**config.mk**
```make
export PLATFORM = sky130hd
export DESIGN_NAME = fifo_rd_ctrl
export DESIGN_NICKNAME = d
export VERILOG_FILES = /design/src/rtl/fifo_rd_ctrl_pkg.sv /design/src/rtl/fifo_rd_ctrl_ptr_sync.sv /design/src/rtl/fifo_rd_ctrl.sv
export SDC_FILE = /design/constraint.sdc
export NUM_CORES = 1
export LEC_CHECK = 0
export BUFFER_PORTS_ARGS = -buffer_cell sky130_fd_sc_hd__buf_2
export CAP_MARGIN = 20
export CORE_ASPECT_RATIO = 0.7
export CORE_MARGIN = 8
export CORE_UTILIZATION = 48
export CTS_CLUSTER_DIAMETER = 100
export DETAILED_ROUTE_END_ITERATION = 16
export MAX_ROUTING_LAYER = met4
export PLACE_DENSITY_LB_ADDON = 0.3
export SLEW_MARGIN = 20
export SYNTH_ARGS = -nofsm -noshare
export SYNTH_HDL_FRONTEND = slang
export SYNTH_HIERARCHICAL = 1
export SYNTH_SLANG_ARGS = --single-unit
export TNS_END_PERCENT = 50
```
**constraint.sdc**
```tcl
create_clock -name R_CLK -period 2.3 [get_ports R_CLK]
set_input_delay 0.23 -clock R_CLK [delete_from_list [all_inputs] [get_ports R_CLK]]
set_output_delay 0.23 -clock R_CLK [all_outputs]
set_load 0.005 [all_outputs]
```
**src/rtl/fifo_rd_ctrl_pkg.sv**
```systemverilog
// Shared async-FIFO helpers: Gray/binary conversion and default geometry.
// Used by both the read-side and write-side pointer controllers.
package fifo_rd_ctrl_pkg;

    localparam int unsigned DEFAULT_ADDRESS_WIDTH = 3;
    localparam int unsigned DEFAULT_SYNC_STAGES   = 2;
    localparam int unsigned GRAY_MAX_WIDTH        = 32;

    // Callers zero-extend into GRAY_MAX_WIDTH and size-cast the result back.
    function automatic logic [GRAY_MAX_WIDTH-1:0] bin2gray(input logic [GRAY_MAX_WIDTH-1:0] bin);
        return bin ^ (bin >> 1);
    endfunction

    function automatic logic [GRAY_MAX_WIDTH-1:0] gray2bin(input logic [GRAY_MAX_WIDTH-1:0] gray);
        logic [GRAY_MAX_WIDTH-1:0] bin;
        bin[GRAY_MAX_WIDTH-1] = gray[GRAY_MAX_WIDTH-1];
        for (int i = GRAY_MAX_WIDTH - 2; i >= 0; i--) begin
            bin[i] = bin[i+1] ^ gray[i];
        end
        return bin;
    endfunction

endpackage

```
**src/rtl/fifo_rd_ctrl_ptr_sync.sv**
```systemverilog
// Multi-flop synchroniser for a Gray pointer crossing clock domains.
// The first flop samples the asynchronous input directly; no logic in front of it.
module ptr_sync #(
    parameter int unsigned WIDTH  = 4,
    parameter int unsigned STAGES = 2
) (
    input  logic             clk,
    input  logic             rst_n,
    input  logic [WIDTH-1:0] d,
    output logic [WIDTH-1:0] q
);

    logic [WIDTH-1:0] sync_q [STAGES];

    always_ff @(posedge clk or negedge rst_n) begin
        if (!rst_n) begin
            for (int i = 0; i < int'(STAGES); i++) begin
                sync_q[i] <= '0;
            end
        end else begin
            sync_q[0] <= d;
            for (int i = 1; i < int'(STAGES); i++) begin
                sync_q[i] <= sync_q[i-1];
            end
        end
    end

    assign q = sync_q[STAGES-1];

endmodule

```
**src/rtl/fifo_rd_ctrl.sv**
```systemverilog
// Async FIFO read-side controller: W_PTR synchronisation, read pointer/address,
// EMPTY and fill level, plus a one-word first-word-fall-through output register.
module fifo_rd_ctrl
    import fifo_rd_ctrl_pkg::*;
#(
    parameter int unsigned ADDRESS_WIDTH = DEFAULT_ADDRESS_WIDTH,
    parameter int unsigned DATA_WIDTH    = 8,
    parameter int unsigned SYNC_STAGES   = DEFAULT_SYNC_STAGES
) (
    input  logic                     R_CLK,
    input  logic                     R_RST,
    input  logic [ADDRESS_WIDTH:0]   W_PTR,
    input  logic [DATA_WIDTH-1:0]    RD_DATA,
    output logic [ADDRESS_WIDTH-1:0] R_ADDR,
    output logic [ADDRESS_WIDTH:0]   R_PTR,
    output logic                     EMPTY,
    output logic [DATA_WIDTH-1:0]    OUT_DATA,
    output logic                     OUT_VALID,
    input  logic                     OUT_READY,
    output logic [ADDRESS_WIDTH:0]   FILL_LEVEL
);

    localparam int unsigned PW = ADDRESS_WIDTH + 1;

    logic [PW-1:0]         wq;
    logic [PW-1:0]         wq_bin;
    logic [PW-1:0]         r_bin_q;
    logic [PW-1:0]         r_bin_d;
    logic [PW-1:0]         r_ptr_q;
    logic [PW-1:0]         r_ptr_d;
    logic [DATA_WIDTH-1:0] out_data_q;
    logic [DATA_WIDTH-1:0] out_data_d;
    logic                  out_valid_q;
    logic                  out_valid_d;
    logic                  pop;

    ptr_sync #(
        .WIDTH  (PW),
        .STAGES (SYNC_STAGES)
    ) u_w_ptr_sync (
        .clk   (R_CLK),
        .rst_n (R_RST),
        .d     (W_PTR),
        .q     (wq)
    );

    // Full-width compare: the extra MSB separates "empty" from "full".
    assign EMPTY = (r_ptr_q == wq);
    assign pop   = !EMPTY && (!out_valid_q || OUT_READY);

    always_comb begin
        r_bin_d     = r_bin_q + PW'(pop);
        // Gray pointer is registered from the next binary value so it never lags R_BIN.
        r_ptr_d     = PW'(bin2gray(GRAY_MAX_WIDTH'(r_bin_d)));
        out_data_d  = out_data_q;
        out_valid_d = out_valid_q;
        if (pop) begin
            out_data_d  = RD_DATA;
            out_valid_d = 1'b1;
        end else if (out_valid_q && OUT_READY) begin
            out_valid_d = 1'b0;
        end
    end

    always_ff @(posedge R_CLK or negedge R_RST) begin
        if (!R_RST) begin
            r_bin_q     <= '0;
            r_ptr_q     <= '0;
            out_data_q  <= '0;
            out_valid_q <= 1'b0;
        end else begin
            r_bin_q     <= r_bin_d;
            r_ptr_q     <= r_ptr_d;
            out_data_q  <= out_data_d;
            out_valid_q <= out_valid_d;
        end
    end

    assign wq_bin     = PW'(gray2bin(GRAY_MAX_WIDTH'(wq)));
    assign FILL_LEVEL = wq_bin - r_bin_q;
    assign R_ADDR     = r_bin_q[ADDRESS_WIDTH-1:0];
    assign R_PTR      = r_ptr_q;
    assign OUT_DATA   = out_data_q;
    assign OUT_VALID  = out_valid_q;

endmodule

```
# [Word level (Yosys, flattened, before mapping)]
# Index checks and enable logic that the tools add are counted.
[classes] bitwise_logic=4 n_eq_ne=1 muxes=2 addsub=2 reduce_logical=6
[ops] op="4-bit by 1-bit adder with 4-bit output" n=1
[ops] op="4-bit equality test" n=1
[ops] op="4-bit subtractor" n=1
[ops] op="4-bit by 3-bit XOR with 4-bit output" n=1
[ops] op="1-bit XOR" n=3
[ops] op="1-bit logical AND" n=2
[ops] op="1-bit zero test" n=2
[ops] op="1-bit two-way mux" n=2
[ops] op="2-bit nonzero test" n=1
[ops] op="1-bit logical OR" n=1
[totals] register_bits=25 wordCells=21 output_inout_bits=21 in_bits=15

# [Depth between registers and ports, before layout]
# Gate-level depths: netlist (run 1).
[depth] word_depth=5 ltp_mapped=9 mapped_depth_nobuf=8

# [Modules after synthesis]
# Netlist (run 1), hierarchy kept.
[modules_own_cells] module="fifo_rd_ctrl" cells_per_inst=61 seq_area_each_um2=400.4 instances=1 area_per_inst_um2=810.8
[modules_own_cells] module="ptr_sync" cells_per_inst=12 seq_area_each_um2=200.2 instances=1 area_per_inst_um2=230.2

# [Least setup slack after synthesis (run 1)]
# Ideal clock, no wire load.
[synth_path] kind="flip-flop to output port" startpoint="register u_w_ptr_sync.sync_q, in the netlist u_w_ptr_sync/q[2]" endpoint="output FILL_LEVEL[3]" path_stages_with_launch=10 arrival_ps=1822 t_required_ps=2070 setup_slack_ps=248 path_buffers=1 path_cell_list="dfrtp_1 -> buf_4 -> xor2_1 -> xnor2_1 -> xor2_1 -> ha_1 -> inv_1 -> a21o_1 -> a21oi_1 -> xor2_1"
[synth_between] elab_chain_cells=4
[synth_rtl] element="from (decl)" line_no="fifo_rd_ctrl_ptr_sync.sv:13" text="logic [WIDTH-1:0] sync_q [STAGES];"
[synth_rtl] element="from (signal, indexed assignment)" line_no="fifo_rd_ctrl_ptr_sync.sv:23" text="sync_q[i] <= sync_q[i-1];"
[synth_rtl] element="1-bit XOR (*)" line_no="fifo_rd_ctrl_pkg.sv:18" text="bin[i] = bin[i+1] ^ gray[i];"
[synth_rtl] element="1-bit XOR (2 in series)" line_no="fifo_rd_ctrl_pkg.sv:18"
[synth_rtl] element="4-bit subtractor (*)" line_no="fifo_rd_ctrl.sv:80" text="assign FILL_LEVEL = wq_bin - r_bin_q;"
[synth_rtl] element="to (decl)" line_no="fifo_rd_ctrl.sv:20" text="output logic [ADDRESS_WIDTH:0] FILL_LEVEL"
# Mark *: on every way between the ends. The rest lies on a longest branch, timed or not.

# [Worst setup path after layout (run 1)]
# Same ends and word-level chain as after synthesis.

==> results.sh, run 1 <==
export IMPL_outcome="finished, violations left"
export IMPL_violations="negative setup slack"
export IMPL_num_rows=14
export IMPL_multiInputGateArea_sq_um=401.6
export IMPL_numPortBuffers=35
export IMPL_tightestPinTransition_ns=0.5093
export IMPL_regArea_sq_um=600.6
export IMPL_grt_first_pass_wirelength_um=3346
export IMPL_insertedDiodeCount=0
export IMPL_synth_cell_types=16
export IMPL_synth_avg_cell_area_sq_um=14.26
export IMPL_wire_per_inst_um=14.61
export IMPL_p_seq_frac=0.416
export IMPL_cp_end_kind="output pin"
export IMPL_insertion_delay_ns=0.32
export IMPL_grtUsageTotal=0.1165
export IMPL_cp_required_ns=2.07
export IMPL_crit_chain="xor2_2 > xnor2_2 > xor2_1 > ha_2 > inv_1 > a21o_1 > a21oi_2 > xor2_1 > buf_2"
export IMPL_die_area_sq_mm=0.003939
export IMPL_path_clk_slew_ns=0.13
export IMPL_synth_warnings=6
export IMPL_pre_cts_slack_ns=0.03252
export IMPL_ant_nets=0
export IMPL_min_period_ns=2.394
export IMPL_grt_pass1_vias=783
export IMPL_root_buffer="clkbuf_4"
export IMPL_hp_class="in2reg"
export IMPL_power_switching_mw=0.5723
export IMPL_die_x_um=71.66
export IMPL_slew_headroom=0.6604
export IMPL_area_delta_synth_final_pct=30.77
export IMPL_worst_slack_ns=-0.09382
export IMPL_ys_seq_area_frac=0.5769
export IMPL_htreeDepth=1
export IMPL_cts_made_buffers=3
export IMPL_timing_max_cap_violations=0
export IMPL_io_pins=36
export IMPL_post_dp_hpwl_um=1571
export IMPL_drv_slew=0
export IMPL_synth_nets=94
export IMPL_critPathTopFamily="XOR/XNOR gates"
export IMPL_setup_tns_ns=-0.1858
export IMPL_grt_use_met3=0.05755
export IMPL_place_area_sq_mm=0.001216
export IMPL_cpPeakStageDelay_ns=0.43
export IMPL_core_area_sq_mm=0.002102
export IMPL_arrival_ns=2.16
export IMPL_finClkSkew_ns=0.005284
export IMPL_pwr_share_clk=0.140
export IMPL_critPathBufInv=2
export IMPL_path_common_cell="xor2_1"
export IMPL_routabilityCongestion=0.8578
export IMPL_dieHeight_um=54.97
export IMPL_fmaxAchievable_mhz=417.7
export IMPL_hold_ws_ns=0.09288
export IMPL_stdcell_area_sq_mm=0.001361
export IMPL_cts_buffer_depth=2
export IMPL_fill_cells=176
export IMPL_layout_drive_gt1_share=0.5000
export IMPL_drc=0
export IMPL_fin_nets=140
export IMPL_use_met1=0.1162
export IMPL_path_class="reg2out"
export IMPL_p_per_area_mw_per_mm2=1165
export IMPL_wirelength_um=2074
export IMPL_sw_frac_of_total=0.3608
export IMPL_cp_max_fo=3
export IMPL_top_usage_layer="met2"
export IMPL_grt_overflow_total=0
export IMPL_firstDrtPassIters=2
export IMPL_final_core_util=0.6476
export IMPL_ir_worst_vdd_uv=513.9
export IMPL_antenna_found_initial=0
export IMPL_clock_sinks=24
export IMPL_syn_area_sq_mm=0.001041
export IMPL_vias=679
export IMPL_power_internal_mw=1.014
export IMPL_start_util=0.4952
export IMPL_grt_use_met2=0.2048
export IMPL_finalSetupViolations=3
export IMPL_ys_ff_latch=24
export IMPL_rsz0062_at_grt="yes"
export IMPL_cts_tree="built"
export IMPL_viasPerCell=4.782
export IMPL_post_route_period_util=1.041
export IMPL_power_frac_comb=0.444
export IMPL_p_leak_nw=0.6831
export IMPL_synthesis_instances=73
export IMPL_cp_slowest_cell="dfrtp_1"
export IMPL_final_hold_violation_count=0
export IMPL_start_kind="flop"
export IMPL_initialDrtViolationCount=11
export IMPL_grt_max_degree=25
==> flip-flops by register name, indices dropped and copies added, names as in the netlist <==
name / count
OUT_VALID: 1
OUT_DATA: 8
u_w_ptr_sync/q: 4
r_bin_q: 4
R_PTR: 3
u_w_ptr_sync/sync_q: 4
==> per-stage QoR <==
stage	total power, mW	instances
4_1_cts	1.601	137
5_1_grt	1.707	142
2_1_floorplan	1.061	73
3_5_place_dp	1.353	128
3_3_place_gp	1.325	128
6_report	1.586	142
==> cells in the final DEF (no fill, tap or decap), types with 3 or more instances in the layout <==
cell	count
xor2_1	8
dfrtp_1	24
inv_1	8
clkbuf_4	3
ha_1	4
buf_2	35
dlygate4sd3_1	5
mux2_2	8
xnor2_1	4
buf_4	5
==> Yosys cell counts, drive strengths merged <==
master / number / area (sq um)
a21o: 1 / 7.510
a21oi: 3 / 26.28
buf: 4 / 30.03
dfrtp: 24 / 600.6
fa: 1 / 20.02
ha: 5 / 62.56
inv: 8 / 30.03
mux2: 8 / 90.09
nand2: 1 / 3.750
nand3: 1 / 5.000
nor4: 1 / 21.27
o21ai: 1 / 5.000
xnor2: 5 / 43.79
xor2: 10 / 95.10
==> power groups by stage <==
stage	Combinational [mW]	Clock [mW]	Sequential, mW
4_1_cts	0.711	0.228	0.662
3_5_place_dp	0.683	0	0.670
2_1_floorplan	0.401	0	0.660
5_1_grt	0.781	0.245	0.681
6_report	0.704	0.222	0.660
3_3_place_gp	0.662	0	0.663
==> layer usage <==
metal	routed length, um	share of wire	vias to the layer above
met5	0	0	-
met4	20	0.0096	0
met3	160	0.077	4
met2	1035	0.50	24
met1	857	0.41	332
li1	-	-	319
==> timing repair <==
action | CTS | global route
gates cloned | 0 | 0
setup endpoints to repair | 3 | 3
endpoints found under the hold margin | 24 | 4
hold buffers | 1 | 4
pin swaps | 5 | 4
setup buffers | 4 | 1
resized for setup | 4 | 0
==> area by class of cell <==
class | instances | share of cell area
multi-input cells | 37 | 0.2950
inverters | 8 | 0.02206
well taps | 24 | 0.02206
clock buffers | 4 | 0.02665
repair buffers | 45 | 0.1930
flip-flops and latches | 24 | 0.4412
==> worst register-to-register path, stage by stage (launching register included) <==
cell and delay, ns:
dfrtp_1 0.43, buf_4 0.15, xor2_2 0.24, nor4_4 0.09
a21oi_4 0.32, ha_1 0.26, nand2_1 0.08, xnor2_1 0.17
xor2_1 0.17
==> cells by family after synthesis <==
logic type                 count (synthesis)  synth area share
DFF                                       24            0.5769
adders and majority gates                  6           0.07933
buffers and inverters                     12           0.05769
muxes                                      8           0.08654
AOI/OAI and AO/OA                          5           0.03726
xor gates and xnor gates                  15            0.1334
and+or+nand+nor                            3           0.02884
==> path summary, 6_finish.rpt <==
kind | startpoint | end | slack, ns | cells after the start
max reg2reg | u_w_ptr_sync/q[3] | R_PTR[1] | 0.28 | 8
min | OUT_READY | OUT_VALID | 0.09 | 2
max | u_w_ptr_sync/q[2] | FILL_LEVEL[3] | -0.09 | 9
min in group asynchronous | R_RST | OUT_DATA[5] | 0.40 | 2
max in group asynchronous | R_RST | r_bin_q[3] | 1.56 | 2
min reg2reg | u_w_ptr_sync/sync_q[7] | u_w_ptr_sync/q[3] | 0.37 | 0
Power figures use the tool's default switching activity.
==> run 2, diff against run 1 <==
Settings changed: CORE_UTILIZATION 48 to 47, GPL_TIMING_DRIVEN set to 0, SYNTH_HIERARCHICAL 1 to not set.
==> run 2 against run 1 <==
  * Combinational power down 1%
  * The run still ends with negative setup slack left
  * Critical path type unchanged
  * Cell area down 2.1%
  * Critical path depth stayed put
  * Die area is 0.60% lower
  * Clock-buffer cell count down 1
  * Worst setup slack improved by 0.0078 ns
  * Non-clock buffer count down 2
==> results.sh, run 2 <==
export IMPL_outcome="finished, violations left"
export IMPL_violations="negative setup slack"
export IMPL_critPathBufInv=2
export IMPL_cts_tree="built"
export IMPL_r2r_cells=8
export IMPL_clock_sinks=24
export IMPL_syn_area_sq_mm=0.001011
export IMPL_io_pins=36
export IMPL_finClkSkew_ns=0.003844
export IMPL_cpPeakStageDelay_ns=0.43
export IMPL_antenna_found_initial=0
export IMPL_synth_warnings=0
export IMPL_post_route_period_util=1.037
export IMPL_r2r_start="u_w_ptr_sync.q[3]"
export IMPL_synth_mux_area_frac=0.08911
export IMPL_synthArstFlopShare=1.000
export IMPL_largest_register_ffs=8
export IMPL_path_common_cell="xor2_1"
export IMPL_core_area_sq_mm=0.002085
export IMPL_ys_seq_area_frac=0.5941
export IMPL_p_per_area_mw_per_mm2=1148
export IMPL_layout_commonest_cell="buf_2"
export IMPL_grt_first_pass_wirelength_um=3305
export IMPL_cts_buffer_depth=2
export IMPL_grt_pass1_vias=686
export IMPL_routabilityCongestion=0.7564
export IMPL_synthDominantCellAreaShare=0.5941
export IMPL_worstHoldEndpoint="OUT_VALID"
export IMPL_path_class="reg2out"
export IMPL_grt_max_degree=25
export IMPL_hold_ws_ns=0.1063
export IMPL_tightestPinTransition_ns=0.5243
export IMPL_vias=658
export IMPL_fill_cells=175
export IMPL_hp_class="in2reg"
export IMPL_insertedDiodeCount=0
export IMPL_yosysTopAreaCell="dfrtp_1"
export IMPL_start_kind="flop"
export IMPL_timing_max_cap_violations=0
export IMPL_die_x_um=71.44
export IMPL_cp_required_ns=2.07
export IMPL_viasPerCell=4.734
export IMPL_cp_depth=9
export IMPL_num_rows=14
export IMPL_synthesis_instances=69
export IMPL_r2r_slack_ns=0.28
export IMPL_yosys_area_share_simple=0.02970
export IMPL_final_hold_violation_count=0
export IMPL_place_area_sq_mm=0.001216
export IMPL_p_leak_nw=0.6660
export IMPL_hold_depth=2
export IMPL_ir_worst_vdd_uv=654.8
export IMPL_die_area_sq_mm=0.003915
export IMPL_synth_edf_count=0
export IMPL_synth_cell_types=15
export IMPL_layout_drive_gt1_share=0.4957
export IMPL_crit_chain="xor2_2 > xnor2_2 > xor2_1 > ha_2 > inv_2 > a21o_1 > a21oi_2 > xor2_1 > buf_2"
export IMPL_final_core_util=0.6393
export IMPL_min_period_ns=2.386
export IMPL_slew_headroom=0.6505
export IMPL_synthTopCellsByCount="dfrtp_1, xor2_1, inv_1, mux2_2"
export IMPL_pre_cts_slack_ns=0.04703
export IMPL_dieHeight_um=54.81
export IMPL_fmaxAchievable_mhz=419.1
export IMPL_arrival_ns=2.16
export IMPL_htreeDepth=1
export IMPL_drc=0
export IMPL_synth_most_common_cell="dfrtp_1"
export IMPL_mostFrequentLayoutCells="buf_2, dfrtp_1, xor2_1, mux2_2, inv_1"
export IMPL_root_buffer="clkbuf_4"
export IMPL_ant_nets=0
export IMPL_grt_overflow_total=0
export IMPL_rsz0062_at_grt="yes"
export IMPL_numPortBuffers=35
export IMPL_cp_slowest_cell="dfrtp_1"
export IMPL_stdcell_area_sq_mm=0.001333
export IMPL_firstDrtPassIters=1
export IMPL_post_dp_hpwl_um=1614
export IMPL_cp_end_kind="output pin"
export IMPL_ys_ff_latch=24
export IMPL_initialDrtViolationCount=0
export IMPL_synth_compound_area_frac=0.03837
export IMPL_drv_slew=0
export IMPL_critPathTopFamily="XOR/XNOR gates"
export IMPL_min_from="OUT_READY"
export IMPL_r2r_end="R_PTR[1]"
export IMPL_synth_fa_ha_area_frac=0.08168
export IMPL_worst_slack_ns=-0.08602
export IMPL_synthTopCellsByArea="dfrtp_1, mux2_2, xor2_1, ha_1, xnor2_1"
export IMPL_grtUsageTotal=0.1175
export IMPL_ys_flop_type="dfrtp_1"
export IMPL_start_util=0.4850
export IMPL_cp_max_fo=3
export IMPL_fin_nets=138
export IMPL_synth_top_family_by_area="XOR/XNOR gates"
export IMPL_insertion_delay_ns=0.31
export IMPL_wirelength_um=2013
export IMPL_synth_xor_xnor_area_share=0.1374
export IMPL_synth_avg_cell_area_sq_um=14.65
export IMPL_wire_per_inst_um=14.48
export IMPL_path_clk_slew_ns=0.12
export IMPL_synth_nets=90
export IMPL_finalSetupViolations=3
export IMPL_area_delta_synth_final_pct=31.81
export IMPL_setup_tns_ns=-0.1685
export IMPL_cts_made_buffers=3
[run 2: worst max path at each step]
stage                       from            end  slack [ns]
3_5_place_dp   u_w_ptr_sync.q[3]  FILL_LEVEL[3]        0.05
3_3_place_gp   u_w_ptr_sync.q[3]  FILL_LEVEL[3]        0.06
6_report       u_w_ptr_sync.q[3]  FILL_LEVEL[3]       -0.09
5_1_grt        u_w_ptr_sync.q[3]  FILL_LEVEL[3]       -0.26
4_1_cts        u_w_ptr_sync.q[3]  FILL_LEVEL[3]       -0.16
2_1_floorplan  u_w_ptr_sync.q[3]  FILL_LEVEL[3]        0.32
[run 2: cell families after synthesis]
family / count (synthesis)
mux: 8
compound gates: 5
buf+inv: 8
fa+ha+maj: 6
simple gates: 3
xor+xnor: 15
flops: 24
[run 2: layer usage]
| layer | global-route usage | vias to the layer above | share of wire |
|---|---|---|---|
| met3 | 0.05302 | 5 | 0.080 |
| li1 | - | 318 | - |
| met2 | 0.2018 | 22 | 0.51 |
| met4 | 0.04110 | 0 | 0.0094 |
| met1 | 0.1197 | 313 | 0.40 |
| met5 | - | - | 0 |
[run 2: metrics by stage]
step	power, mW	std cells
5_1_grt	1.668	139
2_1_floorplan	1.056	69
3_5_place_dp	1.354	128
3_3_place_gp	1.313	128
6_report	1.530	139
4_1_cts	1.556	134
[run 2: layout make-up]
| cell class | instances | area [sq um] | area share |
|---|---|---|---|
| Clock buffer | 3 | 22.52 | 0.01690 |
| Inverter | 8 | 30.03 | 0.02254 |
| Multi-Input combinational cell | 37 | 401.6 | 0.3014 |
| Sequential cell | 24 | 600.6 | 0.4507 |
| Tap cell | 24 | 30.03 | 0.02254 |
| Timing Repair Buffer | 43 | 247.7 | 0.1859 |
[run 2: repair_timing]
item,4_1_cts,5_1_grt
resized for setup,5,0
pin swaps,6,3
endpoints found under the hold margin,24,4
hold buffers,1,4
setup endpoints to repair,3,3
setup buffers,2,1
[run 2: where the power goes]
part	internal, mW	leakage [nW]	switching (mW)	total (mW)
clock	0.0612	0.0138	0.117	0.178
sequential	0.545	0.277	0.109	0.654
combinational	0.367	0.375	0.331	0.697
total	0.973	0.666	0.557	1.53
==> run 3, diff against run 2 <==
Settings changed: TNS_END_PERCENT 50 to not set.
Clock period 2.3 ns to 2.2 ns, I/O delays scaled along.
==> run 3 against run 2 <==
  * The run still ends with negative setup slack left
  * Die area did not move
  * Critical path depth unchanged
  * Global-route usage increased by 0.21 points
  * Via count shrank 0.30%
  * Register-to-register slack got worse by 0.10 ns
  * Critical path type unchanged
==> results.sh, run 3 (synthesis gave the netlist of run 2 again) <==
export IMPL_firstDrtPassIters=1
export IMPL_io_pins=36
export IMPL_insertedDiodeCount=0
export IMPL_p_per_area_mw_per_mm2=1200
export IMPL_grtUsageTotal=0.1196
export IMPL_dieHeight_um=54.81
export IMPL_htreeDepth=1
export IMPL_ant_nets=0
export IMPL_outcome="finished, violations left"
export IMPL_multiInputGateArea_sq_um=401.6
export IMPL_numPortBuffers=35
export IMPL_die_area_sq_mm=0.003915
export IMPL_hp_class="in2reg"
export IMPL_finClkSkew_ns=0.003881
export IMPL_fin_nets=138
export IMPL_stdcell_area_sq_mm=0.001333
export IMPL_cp_slowest_cell="dfrtp_1"
export IMPL_fmaxAchievable_mhz=420.8
export IMPL_timing_max_cap_violations=0
export IMPL_wire_per_inst_um=14.49
export IMPL_layout_commonest_cell="buf_2"
export IMPL_mostFrequentLayoutCells="buf_2, dfrtp_1, xor2_1, mux2_2, inv_1"
export IMPL_final_core_util=0.6393
export IMPL_violations="negative setup slack"
export IMPL_largest_register_ffs=8
export IMPL_cpPeakStageDelay_ns=0.43
export IMPL_tightestPinTransition_ns=0.5213
export IMPL_cp_end_kind="output pin"
export IMPL_regArea_sq_um=600.6
export IMPL_fill_cells=175
export IMPL_clock_sinks=24
export IMPL_path_clk_slew_ns=0.12
export IMPL_slew_headroom=0.6525
export IMPL_grt_first_pass_wirelength_um=3367
export IMPL_initialDrtViolationCount=0
export IMPL_grt_max_degree=25
export IMPL_wirelength_um=2014
export IMPL_critPathBufInv=2
export IMPL_die_x_um=71.44
export IMPL_viasPerCell=4.719
export IMPL_grt_overflow_total=0
export IMPL_routabilityCongestion=0.7564
export IMPL_finalSetupViolations=3
export IMPL_path_common_cell="xor2_1"
export IMPL_rsz0062_at_grt="yes"
export IMPL_crit_chain="xor2_2 > xnor2_2 > xor2_1 > ha_2 > inv_2 > a21o_1 > a21oi_2 > xor2_1 > buf_2"
export IMPL_cts_made_buffers=3
export IMPL_hold_ws_ns=0.09601
export IMPL_final_hold_violation_count=0
export IMPL_vias=656
export IMPL_path_class="reg2out"
export IMPL_core_area_sq_mm=0.002085
export IMPL_drv_slew=0
export IMPL_antenna_found_initial=0
export IMPL_cp_max_fo=3
export IMPL_worst_slack_ns=-0.1763
export IMPL_critPathTopFamily="XOR/XNOR gates"
export IMPL_p_leak_nw=0.6660
export IMPL_num_rows=14
export IMPL_place_area_sq_mm=0.001216
export IMPL_cp_required_ns=1.98
export IMPL_power_mw=1.600
export IMPL_cts_buffer_depth=2
export IMPL_min_period_ns=2.376
export IMPL_start_util=0.4850
export IMPL_arrival_ns=2.16
export IMPL_layout_drive_gt1_share=0.4957
export IMPL_root_buffer="clkbuf_4"
export IMPL_grt_pass1_vias=697
export IMPL_area_delta_synth_final_pct=31.81
export IMPL_start_kind="flop"
export IMPL_insertion_delay_ns=0.31
export IMPL_ir_worst_vdd_uv=684.6
export IMPL_post_dp_hpwl_um=1614
export IMPL_post_route_period_util=1.080
export IMPL_cts_tree="built"
export IMPL_drc=0
export IMPL_r2r_slack_ns=0.18
[run 3: cell counts in the layout (fill, tap and decap cells not counted)]
Identical to the previous run, type by type.
[run 3: where the power goes]
group | switching, mW | total [mW] | internal (mW)
clock network | 0.123 | 0.187 | 0.0640
registers | 0.114 | 0.684 | 0.570
logic | 0.346 | 0.729 | 0.383
[run 3: path summary, 6_finish.rpt]
kind	from	end	cells past startpoint
worst min register to register	u_w_ptr_sync.sync_q[4]	u_w_ptr_sync.q[0]	0
worst max-delay path	u_w_ptr_sync.q[3]	FILL_LEVEL[3]	9
min in group asynchronous	R_RST	r_bin_q[3]	2
worst max register to register	u_w_ptr_sync.q[3]	R_PTR[1]	8
worst min-delay path	OUT_READY	OUT_VALID	2
max in group asynchronous	R_RST	u_w_ptr_sync.sync_q[5]	2
[run 3: what timing repair did]
| action | 4_1_cts | 5_1_grt |
|---|---|---|
| pin swaps | 6 | 3 |
| endpoints found under the setup margin | 3 | 3 |
| hold buffers | 4 | 1 |
| buffers inserted | 2 | 1 |
| hold endpoints to repair | 27 | 1 |
| gates resized for setup | 5 | 0 |
[run 3: layer usage]
layer  vias up  share of wire  GRT usage
met1       311           0.40     0.1197
met5         -              0          -
met4         0         0.0094    0.04110
met3         5          0.083    0.05484
li1        318              -          -
met2        22           0.51     0.2079
[run 3: cell type report]
cell class | count | area share
Clock buffer | 3 | 0.01690
Inverter | 8 | 0.02254
Multi-Input combinational cell | 37 | 0.3014
Sequential cell | 24 | 0.4507
Tap cell | 24 | 0.02254
Timing Repair Buffer | 43 | 0.1859
[run 3: worst register-to-register path: stages (launching register included)]
cell and delay, ns:
dfrtp_1 0.43, buf_4 0.15, xor2_2 0.22, nor4_4 0.09
a21oi_4 0.30, ha_1 0.29, nand2_1 0.08, xnor2_1 0.23
xor2_1 0.16
[run 3: metrics by stage]
stage	std cells	setup TNS [ns]	worst slack, ns
after floorplan	69	0	0.2296
after global placement	128	-0.02655	-0.02655
after detailed placement	128	-0.04297	-0.04297
after CTS	137	-0.6821	-0.2512
after global routing	139	-0.9174	-0.3496
final	139	-0.4394	-0.1763
